==> src/rtl/float2int_seq.sv <==
// Sequential expander for the 7-bit mini-float (3-bit exponent, 4-bit mantissa)
// into an 11-bit unsigned integer. It uses a one-bit-per-cycle shifter with valid/ready on both sides.
module float2int_seq #(
    parameter bit FILL_HALF = 1'b0
) (
    input  logic        clk,
    input  logic        rst_n,
    input  logic        in_valid,
    output logic        in_ready,
    input  logic [2:0]  in_exp,
    input  logic [3:0]  in_man,
    output logic        out_valid,
    input  logic        out_ready,
    output logic [10:0] out_data,
    output logic        out_exact,
    output logic        busy
);

    localparam logic [1:0] IDLE  = 2'd0;
    localparam logic [1:0] SHIFT = 2'd1;
    localparam logic [1:0] DONE  = 2'd2;

    logic [1:0]  state;
    logic [10:0] acc;
    logic [2:0]  cnt;
    logic [2:0]  exp_q;
    logic        exact;
    logic        accept;
    logic [10:0] half_ulp;
    logic [10:0] final_val;

    // A new word may enter while the previous result is being handed off.
    assign in_ready = (state == IDLE) | ((state == DONE) & out_ready);
    assign accept   = in_valid & in_ready;
    assign busy     = (state != IDLE);

    // Re-centring offset for the bits the encoder truncated.
    always_comb begin
        half_ulp = '0;
        if (FILL_HALF && (exp_q >= 3'd2)) begin
            half_ulp = 11'd1 << (exp_q - 3'd2);
        end
    end

    assign final_val = acc + half_ulp;

    // NOTE: every register below uses <= so all updates see pre-edge values;
    // a blocking = here would make the order of statements change the hardware.
    always_ff @(posedge clk) begin
        if (!rst_n) begin
            state     <= IDLE;
            acc       <= '0;
            cnt       <= '0;
            exp_q     <= '0;
            exact     <= 1'b0;
            out_valid <= 1'b0;
            out_data  <= '0;
            out_exact <= 1'b0;
        end else begin
            case (state)
                SHIFT: begin
                    if (cnt != 3'd0) begin
                        acc <= {acc[9:0], 1'b0};
                        cnt <= cnt - 3'd1;
                    end else begin
                        acc       <= final_val;
                        out_data  <= final_val;
                        out_exact <= exact;
                        out_valid <= 1'b1;
                        state     <= DONE;
                    end
                end
                DONE: begin
                    if (out_ready) begin
                        out_valid <= 1'b0;
                        state     <= IDLE;
                    end
                end
                IDLE:    state <= IDLE;
                default: state <= IDLE;
            endcase

            // Loading overrides the DONE->IDLE move, giving back-to-back operation.
            if (accept) begin
                acc   <= (in_exp == 3'd0) ? {7'b0, in_man} : {6'b0, 1'b1, in_man};
                cnt   <= (in_exp == 3'd0) ? 3'd0 : in_exp - 3'd1;
                exp_q <= in_exp;
                exact <= (in_exp <= 3'd1);
                state <= SHIFT;
            end
        end
    end

endmodule

==> config.mk <==
export PLATFORM = sky130hd
export DESIGN_NAME = float2int_seq
export DESIGN_NICKNAME = d
export VERILOG_FILES = /design/src/rtl/float2int_seq.sv
export SDC_FILE = /design/constraint.sdc
export NUM_CORES = 1
export LEC_CHECK = 0
export ABC_AREA = 1
export BUFFER_PORTS_ARGS = -buffer_cell sky130_fd_sc_hd__buf_4
export CELL_PAD_IN_SITES_DETAIL_PLACEMENT = 0
export CELL_PAD_IN_SITES_GLOBAL_PLACEMENT = 1
export CORE_ASPECT_RATIO = 1.1
export CORE_MARGIN = 1.5
export CORE_UTILIZATION = 38
export CTS_BUF_LIST = sky130_fd_sc_hd__clkbuf_8 sky130_fd_sc_hd__clkbuf_16
export DETAILED_ROUTE_END_ITERATION = 12
export HOLD_SLACK_MARGIN = 0.08
export PLACE_DENSITY_LB_ADDON = 0.1
export SLEW_MARGIN = 10
export SYNTH_ARGS = -nofsm -noshare
export SYNTH_HDL_FRONTEND = slang
export SYNTH_SLANG_ARGS = --single-unit
==> constraint.sdc <==
create_clock -name clk -period 1.82 [get_ports clk]
set_input_delay 0.091 -clock clk [delete_from_list [all_inputs] [get_ports clk]]
set_output_delay 0.091 -clock clk [all_outputs]
set_load 0.01 [all_outputs]
==> impl_metrics.toml <==
[worst_setup_path]
cp_max_fo = 18
crit_type = "register to register"
timing.rr.start = "cnt[0]"
end_kind = "register"
startpoint_type = "register"
crit_required_ns = 2.00
crit_path_frequent_cell = "nand2_1"
crit_arrival_ns = 1.62
slowest_stage = "dfxtp_1"
cpPeakStageDelay_ns = 0.30
crit_chain = "inv_1, ha_1, nand2_1, nand2_4, clkinv_2, nand2_1, nand3_1, nand2_1, nor2_1"
crit_start = "cnt[0]"

[die]
start_util_pct = 39.13
core_area_mm2 = 0.003303
fp-row-count = 22
io_pins = 26
dieArea_mm2 = 0.003760
die_w_um = 58.61
die_h_um = 64.17

[logic_synthesis]
muxShareOfSynthArea_pct = 0
synth_xor_area_share_pct = 0.6776
ys_top_cells_by_count = "36 x nand2_1, 31 x nor2_1, 30 x dfxtp_1"
synthCells = 170
synth-edff-count = 0
synth_nets = 183
synth_top_family_by_area = "simple AND/OR/NAND/NOR gates"
synth_ff_type = "dfxtp_1"
ys_ff_latch = 30
synth_area_mm2 = 0.001292
synth_top_area_share_pct = 46.47
synth_cell_type_count = 27
synth-seq-area-share_pct = 46.47
synth_adder_area_share_pct = 1.936
synth-simple-area-share_pct = 28.65
synth_compound_area_share_pct = 14.52
synth_most_common_cell = "nand2_1"
postSynthAreaPerCell_um2 = 7.603
yosysWarnings = 0
synth.area.top_cells = "dfxtp_1 46%, nand2_1 10%, nor2_1 9.0%"
synthArstFlopShare_pct = 0
yosys.area.top_type = "dfxtp_1"

[drt]
dr.pass1.iters = 4
post_drt_wl_per_cell_um = 12.21
wl_um = 2882
postRouteAntennaNets = 0
drt_iter0_drc = 52
routed-via-count = 1167
route.detailed.drc = 0
via_per_inst = 4.945

[pwr]
power_density_mw_per_mm2 = 962.3
p_sw_share_pct = 28.73
p_clk_share_pct = 31.7
power.leakage_nw = 0.7343
p_int_w = 0.001092
pwr-share-comb_pct = 19.8
irDropWorstVdd_mv = 0.5791
pwr-share-seq_pct = 48.5
p_switching_w = 0.0004399

[clock_tree]
cts_buffers = 5
cts_setup_buffers = 0
cts_tree = "yes"
cts_sinks = 30
post_cts_resized = 0
clk_pin_slew_ns = 0.06
cts-htree-levels = 2
max-clock-path-buffers = 2
ctsHoldBuffers = 3
clockRootBuffer = "clkbuf_8"
clock_latency_ns = 0.28

[flow_run]
drv_cap = 0

[outcome]
status = "complete, no violations"

[timing]
grt_setup_unrepaired = "no"
worst_pin_slew_ns = 0.3391
slew_viol_final = 0
max_slew_margin_pct = 77.36
final.period_utilization_pct = 79.54
hold_violations = 0
skew_ns = 0.007945
setup_violations = 0
min_period_ns = 1.448
tns_ns = 0
fmax_mhz = 690.8

[global_route]
grt_overflow = 0
first_global_vias = 1128
grt_max_degree = 22
antenna_found_initial = 0
grt_usage_pct = 17.81
grt_pass1_wl_um = 4871

[placement]
dp_hpwl_um = 2002
gp_congestion = 0.7436
portBuffers = 25

[finish]
nNetsFinal = 213
n_antenna_cell = 0
final_util_pct = 48.18
drive_above_1_share_pct = 22.50
syn_to_final_growth_pct = 23.14

[min_path]
min_from = "in_exp[2]"
hold_class = "input pin to register"
state kept, by name (all words and copies together) (netlist names):
name / count
acc: 11
out_exact: 1
out_valid: 1
exact: 1
state: 2
out_data: 11
cnt: 3
worst max-delay path: cells and delay by family (launching register included):
kind / cells / cell delay, ns
buf+inv: 2 / 0.27
flops: 1 / 0.30
fa+ha+maj: 1 / 0.16
simple gates: 6 / 0.62
kinds of logic (layout without fill, tap and decap cells):
group / Yosys count / in the layout
buffers and inverters: 19 / 49
XOR/XNOR: 1 / 1
AO/OA/AOI/OAI: 32 / 32
AND/OR/NAND/NOR: 86 / 86
adder cells (fa/ha/maj): 2 / 2
flip-flops: 30 / 30
layer usage:
metal  track usage, %  vias to the layer above  routed length (um)
li1                 -                      605                   -
met1            19.40                      523                1235
met2            29.49                       32                1414
met3            6.478                        7                 172
met4            9.659                        0                  60
met5                0                        -                   0
layout make-up:
cell class | instances | area [um2]
sequential | 30 | 600.6
tap | 36 | 45.04
fill | 345 | 1712
inverter | 13 | 50.05
multi-input combinational | 121 | 591.8
timing repair buffer | 29 | 225.2
clock buffer | 5 | 68.82
clock inverter | 2 | 10.01
metrics by stage:
stage	total power, W	instances	hold WS [ns]	area [um2]	setup WS (ns)
2_1_floorplan	0.0009548	170	0.2259	1292	0.5497
3_3_place_gp	0.001057	226	0.3228	1483	0.3985
3_5_place_dp	0.001058	226	0.3297	1483	0.3768
4_1_cts	0.001555	236	0.1342	1592	0.3695
5_1_grt	0.001630	236	0.1388	1592	0.1667
6_report	0.001531	236	0.1350	1592	0.3724
final timing paths:
check                    to  slack, ns  depth (start not counted)
setup / recovery     acc[3]       0.37                          9
hold / removal        exact       0.14                          4
setup reg to reg     acc[3]       0.37                          9
hold reg to reg   out_exact       0.46                          2
power by group through the flow:
stage / registers, W / logic [W] / clock network [W]
after detailed placement: 0.000758 / 0.000301 / 0
after floorplan: 0.000766 / 0.000189 / 0
after global placement: 0.000757 / 0.000300 / 0
after CTS: 0.000743 / 0.000308 / 0.000504
final: 0.000743 / 0.000304 / 0.000485
after global routing: 0.000749 / 0.000344 / 0.000537
cells in the final DEF (no fill, tap or decap):
master	Yosys	layout
a21oi_1	10	10
a21oi_2	3	3
a21oi_4	1	1
buf_4	1	26
clkbuf_8	0	5
clkinv_2	1	3
dfxtp_1	30	30
dlygate4sd3_1	0	3
ha_1	2	2
inv_1	9	9
inv_2	3	3
nand2_1	36	36
nand2_2	1	1
nand2_4	1	1
nand3_1	11	11
nand3b_1	1	1
nand4_1	1	1
nor2_1	31	31
nor2_2	1	1
nor3_1	2	2
nor3_4	1	1
o211ai_1	1	1
o21ai_0	15	15
o21ai_1	1	1
o31ai_1	1	1
xor2_1	1	1
Note: power is estimated with default switching activity, not from simulation.
